===== src/rtl/mem_pkg.sv =====
// Shared packet-buffer definitions used by the egress reader (and the writer).
// A block is {payload, footer}. Byte 0 of a block is the most significant
// payload byte. The footer carries the index of the next block in the frame
// and the end-of-packet flag.
// No ports (package).
package mem_pkg;

  localparam int ADDR_W        = 8;
  localparam int PAYLOAD_BYTES = 62;
  localparam int PAYLOAD_BITS  = PAYLOAD_BYTES * 8;

  typedef struct packed {
    logic              eop;
    logic [ADDR_W-1:0] nxt_idx;
  } footer_t;

  localparam int FOOTER_BITS = $bits(footer_t);
  localparam int BLOCK_BITS  = PAYLOAD_BITS + FOOTER_BITS;

  typedef enum logic [2:0] {
    RD_IDLE,
    RD_REQ,
    RD_WAIT,
    RD_STREAM,
    RD_FREE_LAST
  } rd_state_t;

endpackage


===== src/rtl/block_serializer.sv =====
// Holds one block payload and emits it as PAYLOAD_BYTES single-byte beats,
// most significant byte first, under a valid/ready handshake.
// Ports:
//   clk, rst_n        clock, asynchronous active-low reset
//   load_i            capture payload_i and start emitting from byte 0
//   payload_i         block payload
//   flush_i           drop whatever is held (frame abort)
//   ready_i           downstream accepts the current byte
//   valid_o           a byte is being presented
//   data_o            current byte
//   first_o           current byte is byte 0 of the block
//   last_o            current byte is the final byte of the block
module block_serializer
  import mem_pkg::*;
(
  input  logic                    clk,
  input  logic                    rst_n,
  input  logic                    load_i,
  input  logic [PAYLOAD_BITS-1:0] payload_i,
  input  logic                    flush_i,
  input  logic                    ready_i,
  output logic                    valid_o,
  output logic [7:0]              data_o,
  output logic                    first_o,
  output logic                    last_o
);

  localparam int CNT_W = $clog2(PAYLOAD_BYTES);
  localparam logic [CNT_W-1:0] LAST_CNT = CNT_W'(PAYLOAD_BYTES - 1);

  logic [PAYLOAD_BITS-1:0] shift_q, shift_d;
  logic [CNT_W-1:0]        cnt_q, cnt_d;
  logic                    full_q, full_d;

  // Load has priority over shifting; the owner never loads a buffer that is
  // still emitting, so the two never collide in practice.
  always_comb begin
    shift_d = shift_q;
    cnt_d   = cnt_q;
    full_d  = full_q;
    if (flush_i) begin
      full_d = 1'b0;
    end else if (load_i) begin
      shift_d = payload_i;
      cnt_d   = '0;
      full_d  = 1'b1;
    end else if (full_q && ready_i) begin
      shift_d = shift_q << 8;
      cnt_d   = cnt_q + CNT_W'(1);
      if (cnt_q == LAST_CNT) begin
        full_d = 1'b0;
      end
    end
  end

  always_ff @(posedge clk or negedge rst_n) begin
    if (!rst_n) begin
      shift_q <= '0;
      cnt_q   <= '0;
      full_q  <= 1'b0;
    end else begin
      shift_q <= shift_d;
      cnt_q   <= cnt_d;
      full_q  <= full_d;
    end
  end

  assign valid_o = full_q;
  assign data_o  = shift_q[PAYLOAD_BITS-1 -: 8];
  assign first_o = (cnt_q == '0);
  assign last_o  = (cnt_q == LAST_CNT);

endmodule


===== src/rtl/memory_read_ctrl.sv =====
// Egress reader for the shared packet buffer. Walks a frame's linked list of
// blocks from a head index, streams the payload as byte beats with
// begin/end markers, and returns every consumed block to the free list.
// Optional feature: define MEM_RD_PREFETCH_EN for a second block buffer so the
// next block is fetched while the current one streams.
// Ports:
//   clk, rst_n                 clock, asynchronous active-low reset
//   start_valid_i/addr_i/ready_o  head index handshake from the port arbiter
//   mem_ready_i, mem_re_o, mem_addr_o   block read request
//   mem_rvalid_i, mem_rdata_i   block read response
//   fl_free_req_o, fl_free_block_idx_o, fl_free_gnt_i   free-list return
//   data_o, data_valid_o, data_begin_o, data_end_o, data_ready_i  byte stream
//   abort_o                    one-cycle pulse when the chain limit is hit
module memory_read_ctrl
  import mem_pkg::*;
#(
  parameter int MAX_FRAME_BLOCKS = 32
) (
  input  logic                  clk,
  input  logic                  rst_n,
  input  logic                  start_valid_i,
  input  logic [ADDR_W-1:0]     start_addr_i,
  output logic                  start_ready_o,
  input  logic                  mem_ready_i,
  output logic                  mem_re_o,
  output logic [ADDR_W-1:0]     mem_addr_o,
  input  logic                  mem_rvalid_i,
  input  logic [BLOCK_BITS-1:0] mem_rdata_i,
  output logic                  fl_free_req_o,
  output logic [ADDR_W-1:0]     fl_free_block_idx_o,
  input  logic                  fl_free_gnt_i,
  output logic [7:0]            data_o,
  output logic                  data_valid_o,
  output logic                  data_begin_o,
  output logic                  data_end_o,
  input  logic                  data_ready_i,
  output logic                  abort_o
);

  localparam int BLK_W = $clog2(MAX_FRAME_BLOCKS + 1);
  localparam logic [BLK_W-1:0] BLK_LIMIT = BLK_W'(MAX_FRAME_BLOCKS);

  rd_state_t         state_q, state_d;
  logic [ADDR_W-1:0] cur_idx_q, cur_idx_d;
  logic [ADDR_W-1:0] nxt_idx_q, nxt_idx_d;
  logic [ADDR_W-1:0] free_idx_q, free_idx_d;
  logic [BLK_W-1:0]  blk_cnt_q, blk_cnt_d;
  logic              eop_q, eop_d;
  logic              first_q, first_d;
  logic              free_req_q, free_req_d;
  logic              abort, capture, start_rdy, rd_go, xfer;
  logic              out_valid, out_first, out_last, out_eop;
  logic [7:0]        out_data;
  footer_t           rd_footer;
  logic [PAYLOAD_BITS-1:0] rd_payload;

  assign rd_footer  = footer_t'(mem_rdata_i[FOOTER_BITS-1:0]);
  assign rd_payload = mem_rdata_i[BLOCK_BITS-1 -: PAYLOAD_BITS];

`ifdef MEM_RD_PREFETCH_EN
  // Two ping-pong buffers: wr_sel points at the buffer the next read fills,
  // rd_sel at the one currently streaming. Each buffer keeps its own eop.
  logic       rd_sel_q, rd_sel_d, wr_sel_q, wr_sel_d;
  logic [1:0] eop_buf_q, eop_buf_d;
  logic [1:0] ser_load, ser_ready, ser_valid, ser_first, ser_last;
  logic [7:0] ser_data [2];
  logic       stream_idle;

  for (genvar g = 0; g < 2; g++) begin : g_ser
    assign ser_load[g]  = capture && (wr_sel_q == 1'(g));
    assign ser_ready[g] = data_ready_i && (rd_sel_q == 1'(g));
    block_serializer u_ser (
      .clk       (clk),
      .rst_n     (rst_n),
      .load_i    (ser_load[g]),
      .payload_i (rd_payload),
      .flush_i   (abort),
      .ready_i   (ser_ready[g]),
      .valid_o   (ser_valid[g]),
      .data_o    (ser_data[g]),
      .first_o   (ser_first[g]),
      .last_o    (ser_last[g])
    );
  end

  assign out_valid   = ser_valid[rd_sel_q];
  assign out_data    = ser_data[rd_sel_q];
  assign out_first   = ser_first[rd_sel_q];
  assign out_last    = ser_last[rd_sel_q];
  assign out_eop     = eop_buf_q[rd_sel_q];
  assign stream_idle = (ser_valid == 2'b00);
  assign rd_go       = mem_ready_i && !free_req_q && !ser_valid[wr_sel_q];

  // Buffer pointers advance on load and on the final byte of a block; an
  // abort empties both buffers so the pointers restart together.
  always_comb begin
    rd_sel_d  = rd_sel_q;
    wr_sel_d  = wr_sel_q;
    eop_buf_d = eop_buf_q;
    if (abort) begin
      rd_sel_d = 1'b0;
      wr_sel_d = 1'b0;
    end else begin
      if (capture) begin
        eop_buf_d[wr_sel_q] = rd_footer.eop;
        wr_sel_d            = !wr_sel_q;
      end
      if (xfer && out_last) begin
        rd_sel_d = !rd_sel_q;
      end
    end
  end

  always_ff @(posedge clk or negedge rst_n) begin
    if (!rst_n) begin
      rd_sel_q  <= 1'b0;
      wr_sel_q  <= 1'b0;
      eop_buf_q <= '0;
    end else begin
      rd_sel_q  <= rd_sel_d;
      wr_sel_q  <= wr_sel_d;
      eop_buf_q <= eop_buf_d;
    end
  end
`else
  block_serializer u_ser (
    .clk       (clk),
    .rst_n     (rst_n),
    .load_i    (capture),
    .payload_i (rd_payload),
    .flush_i   (abort),
    .ready_i   (data_ready_i),
    .valid_o   (out_valid),
    .data_o    (out_data),
    .first_o   (out_first),
    .last_o    (out_last)
  );

  assign out_eop = eop_q;
  assign rd_go   = mem_ready_i && !free_req_q;
`endif

  assign xfer = out_valid && data_ready_i;

  // Next-state and handshake logic. The free handshake and the begin marker
  // are updated ahead of the state case so any state may observe a grant or
  // a transfer.
  always_comb begin
    state_d    = state_q;
    cur_idx_d  = cur_idx_q;
    nxt_idx_d  = nxt_idx_q;
    free_idx_d = free_idx_q;
    blk_cnt_d  = blk_cnt_q;
    eop_d      = eop_q;
    first_d    = first_q;
    free_req_d = free_req_q;
    start_rdy  = 1'b0;
    mem_re_o   = 1'b0;
    mem_addr_o = '0;
    abort      = 1'b0;
    capture    = 1'b0;

    if (free_req_q && fl_free_gnt_i) begin
      free_req_d = 1'b0;
    end
    if (xfer) begin
      first_d = 1'b0;
    end

    case (state_q)
      RD_IDLE: begin
        start_rdy = 1'b1;
        if (start_valid_i) begin
          cur_idx_d = start_addr_i;
          blk_cnt_d = '0;
          first_d   = 1'b1;
          eop_d     = 1'b0;
          state_d   = RD_REQ;
        end
      end
      RD_REQ: begin
        if (rd_go) begin
          mem_re_o   = 1'b1;
          mem_addr_o = cur_idx_q;
          state_d    = RD_WAIT;
        end
      end
      RD_WAIT: begin
        if (mem_rvalid_i) begin
          // The payload is captured (or discarded) now, so the block can be
          // handed back to the free list immediately.
          free_req_d = 1'b1;
          free_idx_d = cur_idx_q;
          if (blk_cnt_q == BLK_LIMIT) begin
            abort   = 1'b1;
            state_d = RD_FREE_LAST;
          end else begin
            capture   = 1'b1;
            blk_cnt_d = blk_cnt_q + BLK_W'(1);
            nxt_idx_d = rd_footer.nxt_idx;
            eop_d     = rd_footer.eop;
            state_d   = RD_STREAM;
          end
        end
      end
      RD_STREAM: begin
`ifdef MEM_RD_PREFETCH_EN
        if (eop_q) begin
          if (stream_idle) begin
            state_d = RD_FREE_LAST;
          end
        end else begin
          cur_idx_d = nxt_idx_q;
          state_d   = RD_REQ;
        end
`else
        if (xfer && out_last) begin
          if (eop_q) begin
            state_d = RD_FREE_LAST;
          end else begin
            cur_idx_d = nxt_idx_q;
            state_d   = RD_REQ;
          end
        end
`endif
      end
      RD_FREE_LAST: begin
        if (!free_req_q || fl_free_gnt_i) begin
          state_d = RD_IDLE;
        end
      end
      default: state_d = RD_IDLE;
    endcase
  end

  always_ff @(posedge clk or negedge rst_n) begin
    if (!rst_n) begin
      state_q    <= RD_IDLE;
      cur_idx_q  <= '0;
      nxt_idx_q  <= '0;
      free_idx_q <= '0;
      blk_cnt_q  <= '0;
      eop_q      <= 1'b0;
      first_q    <= 1'b0;
      free_req_q <= 1'b0;
    end else begin
      state_q    <= state_d;
      cur_idx_q  <= cur_idx_d;
      nxt_idx_q  <= nxt_idx_d;
      free_idx_q <= free_idx_d;
      blk_cnt_q  <= blk_cnt_d;
      eop_q      <= eop_d;
      first_q    <= first_d;
      free_req_q <= free_req_d;
    end
  end

  // start_ready is gated by reset so every output reads 0 while reset is held.
  assign start_ready_o       = start_rdy && rst_n;
  assign fl_free_req_o       = free_req_q;
  assign fl_free_block_idx_o = free_idx_q;
  assign data_valid_o        = out_valid;
  assign data_o              = out_valid ? out_data : 8'h00;
  assign data_begin_o        = out_valid && first_q && out_first;
  assign data_end_o          = out_valid && out_eop && out_last;
  assign abort_o             = abort;

endmodule

===== config.mk =====
export PLATFORM = sky130hd
export DESIGN_NAME = memory_read_ctrl
export DESIGN_NICKNAME = d
export VERILOG_FILES = /design/src/rtl/mem_pkg.sv /design/src/rtl/block_serializer.sv /design/src/rtl/memory_read_ctrl.sv
export SDC_FILE = /design/constraint.sdc
export NUM_CORES = 1
export LEC_CHECK = 0
export ABC_AREA = 1
export CORE_ASPECT_RATIO = 0.75
export CORE_MARGIN = 2
export CORE_UTILIZATION = 25
export CTS_BUF_LIST = sky130_fd_sc_hd__clkbuf_16
export CTS_CLUSTER_DIAMETER = 60
export CTS_CLUSTER_SIZE = 16
export DETAILED_ROUTE_END_ITERATION = 12
export GPL_ROUTABILITY_DRIVEN = 0
export PLACE_DENSITY_LB_ADDON = 0.3
export SLEW_MARGIN = 20
export SYNTH_ARGS = -nofsm -noshare
export SYNTH_HDL_FRONTEND = slang
export SYNTH_HIERARCHICAL = 1
export SYNTH_SLANG_ARGS = --single-unit
export TNS_END_PERCENT = 30

===== constraint.sdc =====
create_clock -name clk -period 3.9 [get_ports clk]
set_clock_uncertainty 0.05 [all_clocks]
set_input_delay 0.78 -clock clk [delete_from_list [all_inputs] [get_ports clk]]
set_output_delay 0.78 -clock clk [all_outputs]
set_load 0.005 [all_outputs]

# Yosys cells after proc, flatten, opt, wreduce, memory -nomap -nowiden
# Index checks and enable logic that the tools add are counted.
# totals
out_inout_bits	31
mem_bits_ro	0
ramBits	0
latch_bits	0
register_bits	539
n_memories	0
word_cells	99
# op_classes
multipliers	0
magnitude_cmp	0
div_mod_pow	0
mux	46
reduce_logical	25
add_sub_neg	2
bitwise_logic	2
n_eq_ne	13
n_shift	0
# ops
operator	n
$mux W496	2
$mux W8	6
$mux W6	5
$mux W1	22
$mux W3	7
$pmux W8 S2	1
$pmux W3 S5	1
$ne A2 B2 Y1 const B	7
$add A6 B1 Y6 const B	2
$eq A6 B6 Y1 const B	2
$pmux W6 S2	1
$logic_and A1 B1 Y1	9
$reduce_and A4 Y1	2
$eq A3 B2 Y1 const B	2
$logic_not A6 Y1	1
$reduce_and A2 Y1	3
$reduce_bool A2 Y1	3
$reduce_bool A3 Y1	2
$reduce_and A5 Y1	1
$eq A3 B1 Y1 const B	1
$eq A3 B3 Y1 const B	1
$logic_not A3 Y1	1
$reduce_and A3 Y1	1
$not A1 Y1	2
other kinds (3)	3

# Longest topological paths before layout
# logic_depth
word_depth	6
mapped_depth	15
ltp_nobuf	12

# Hierarchy
# Netlist, hierarchy kept.
# by_module_without_submodules
module	instances	cells_per_inst	area_each_um2
block_serializer	1	2755	24109.4
memory_read_ctrl	1	256	1935.6

# Worst setup path before layout
# No wires, ideal clock.
# synth_path
kind	in2reg
from	input mem_rvalid_i
to	register u_ser.shift_q[304]
slack_ns	1.672
n_path_buf	5
setup_time_ns	0.130
t_required_ns	3.720
arrival_ns	2.047
cell_stages	10
cell_sequence	inv_1 -> nor2_8 -> buf_6 -> buf_6 -> nand2_1 -> nand2_2 -> buf_6 -> buf_6 -> clkbuf_1 -> o21ai_0
# synth_between
elab_chain_cells	4
# synth_rtl
element	line	text
start: declaration	memory_read_ctrl.sv:27	input logic mem_rvalid_i,
$mux W1 (*)	memory_read_ctrl.sv:189	if (mem_rvalid_i) begin
$mux W1 (*)	memory_read_ctrl.sv:170	case (state_q)
via capture	memory_read_ctrl.sv:51	logic abort, capture, start_rdy, rd_go, xfer;
$reduce_bool A2 Y1 (no line)	-	
$reduce_and A2 Y1 (no line)	-	
end signal: assignment	block_serializer.sv:62	shift_q <= shift_d;
end: declaration	block_serializer.sv:31	logic [PAYLOAD_BITS-1:0] shift_q, shift_d;
# The timed path passes the listed nets; every way through them passes the cells marked *.
# A chain may end at the register's enable or synchronous reset.

# Worst setup path after layout
# layout_path
from	input mem_ready_i
to	output mem_addr_o[0]
# layout_between
elab_chain_cells	3
# layout_rtl
element	line	text
start: declaration	memory_read_ctrl.sv:24	input logic mem_ready_i,
$logic_and A1 B1 Y1	memory_read_ctrl.sv:140	assign rd_go = mem_ready_i && !free_req_q;
$mux W8	memory_read_ctrl.sv:182	if (rd_go) begin
$mux W8	memory_read_ctrl.sv:170	
end: declaration	memory_read_ctrl.sv:26	output logic [ADDR_W-1:0] mem_addr_o,
# Every way passes these cells.

==> results.json <==
{
  "die_w_um": 377,
  "yosysUniqueCellTypes": 31,
  "cts_sinks": 539,
  "worstMarginPinSlew_ns": 0.962,
  "clock_path_buffers": 3,
  "yosys_register_bits": 539,
  "wire_per_inst_um": 16.7,
  "synth_edf_count": 0,
  "synthTopCellsByArea": "dfrtp_1 (52%), o211ai_1 (14%), o21ai_0 (9.4%)",
  "via_count": 21400,
  "p_leak_nw": 16.1,
  "coreArea_sq_mm": 0.103,
  "hold_ws_ns": 0.440,
  "seq_area_frac_synth_pct": 51.8,
  "r2r_start": "state_q[2]",
  "numCtsBuffers": 48,
  "power_density_mw_per_mm2": 651,
  "crit_start": "mem_ready_i",
  "ys.flop_type": "dfrtp_1",
  "crit_fanout": 8,
  "p_total_w": 0.0223,
  "synth_top_area_share_pct": 51.8,
  "synth_fp_nets": 3536,
  "io_buffers": 550,
  "hp-start": "first_q",
  "clock_latency_ns": 0.60,
  "drtIter0Drc": 1475,
  "post-route-period-util_pct": 87.2,
  "drv_slew": 0,
  "antenna_found_initial": 24,
  "yosysWarnings": 6,
  "hold_violations": 0,
  "netlist_area_sq_mm": 0.0260,
  "relSlewSlack_pct": 35.9,
  "final_common_cell": "nand2_1",
  "start_kind": "input pin",
  "h-tree-depth": 2,
  "synthArstFlopShare_pct": 100,
  "grtUsageTotal_pct": 14.8,
  "clkSlewWorstSetupHoldPaths_ns": 0.07,
  "ctsRootBufferMaster": "clkbuf_16",
  "rsz0062_at_grt": "no",
  "drive_gt1_share_pct": 4.78,
  "fin_nets": 3971,
  "rows": 102,
  "die_h_um": 284,
  "ir_drop_mv": 0.292,
  "dp_hpwl_um": 58600,
  "synth_top_area_cell": "dfrtp_1",
  "dieArea_sq_mm": 0.107,
  "period_needed_ns": 3.40,
  "maxCapViolations": 0,
  "layout_common_cells": "nand2_1 (593), clkdlybuf4s50_1 (549), dfrtp_1 (539), inv_1 (532), o21ai_0 (487)",
  "drc_errors": 0,
  "post-cts-setup-buffers": 0,
  "hold_path.class": "register to register",
  "max_freq_ghz": 0.294,
  "setup_ws_ns": 0.499,
  "grt_pass1_vias": 20700,
  "ios": 551,
  "syn_avg_cell_area_sq_um": 8.65,
  "grt_max_degree": 157,
  "ant_nets": 0,
  "overflow": 0,
  "setup-tns-final_ns": 0,
  "critPathKind": "input pin to output port",
  "post-place-ws_ns": 0.525,
  "setup_viol": 0,
  "synthCells": 3011,
  "required_ns": 3.07,
  "start_util_pct": 25.2,
  "viasPerCell": 4.43,
  "routed_wl_um": 80800,
  "first_pass_iters": 5,
  "cts_tree": "done",
  "status": "complete, no violations",
  "grt_pass1_wl_um": 124000,
  "areaGrowthSynthToFinish_pct": 31.3,
  "crit_arrival_ns": 2.57,
  "endpoint_kind": "output port"
}
[repair_timing]
action | CTS | global route
gates resized for setup | 0 | 0
endpoints found under the hold margin | 27 | 0
hold buffers | 1 | 0
[worst max-delay path: stages]
cell and delay [ns]:
clkdlybuf4s50_1 0.45, nand2_1 0.10, nor2_1 0.31, inv_1 0.23, nor2_1 0.17, clkdlybuf4s50_1 0.52
[routing by layer]
metal / GRT usage (%) / part of all wire, %
met1: 21.0 / 48
met2: 22.8 / 44
met5: 0 / 0.25
met4: 3.52 / 2.0
met3: 3.48 / 5.5
[path summary, 6_finish.rpt]
path	end	slack, ns	cells after the start
min	first_q	0.44	2
max in group asynchronous	u_ser/shift_q[350]	1.43	4
max	mem_addr_o[0]	0.50	6
min reg2reg	first_q	0.44	2
min in group asynchronous	u_ser/shift_q[441]	0.58	2
max reg2reg	u_ser/shift_q[106]	1.04	11
[registers in the layout, indices dropped and copies added, names as in the netlist]
| name | cells |
|---|---|
| u_ser/shift_q | 496 |
| blk_cnt_q | 6 |
| nxt_idx_q | 8 |
| first_q | 1 |
| fl_free_block_idx_o | 8 |
| state_q | 3 |
| eop_q | 1 |
| u_ser/cnt_q | 6 |
| fl_free_req_o | 1 |
| cur_idx_q | 8 |
| u_ser/valid_o | 1 |
[stage by stage]
step / cells / cell area (sq um) / utilization [%]
global route: 4830 / 34200 / 33.1
detailed placement: 4747 / 32600 / 31.6
floorplan: 3011 / 26000 / -
finish: 4832 / 34200 / 33.1
global placement: 4747 / 32600 / 31.6
CTS: 4824 / 34200 / 33.1
[synth_stat cells (2+ instances only)]
library cell and number:
a21oi_1 3, and3_1 2, buf_1 6, buf_2 58, buf_4 11, buf_6 62
clkbuf_1 79, clkbuf_2 17, dfrtp_1 539, ha_1 5, inv_1 530, inv_2 5
nand2_1 593, nand2_2 6, nand3_1 30, nand4_1 2, nor2_1 29, nor2_2 3
o211ai_1 480, o21ai_0 487, o21ai_1 48, o21ai_2 7
[where the power goes]
group | total (W) | switching, W | internal [W]
Clock | 0.00499 | 0.00236 | 0.00263
Sequential | 0.00867 | 0.000658 | 0.00802
Combinational | 0.00860 | 0.00520 | 0.00340
Total | 0.0223 | 0.00822 | 0.0140
[layout make-up]
cell class              count  area [sq um]
fillers                 10700         69100
flip-flops and latches    539         13500
multi-input cells        1703          9080
repair buffers            618          6310
inverters                 536          2020
well taps                1352          1690
clock buffers              50          1250
clock inverters            26           324
diodes                      8          20.0
[logic make-up (layout without fill, tap and decap cells)]
family          count (synthesis)  count (layout)  share of synthesized area [%]
other cells                     0               8                              0
buf+inv                       769            1230                           13.4
fa+ha+maj                       5               5                          0.240
flops                         539             539                           51.8
compound gates               1025            1025                           24.4
simple gates                  672             672                           10.1
xor+xnor                        1               1                         0.0336
(Power assumes the default switching activity.)
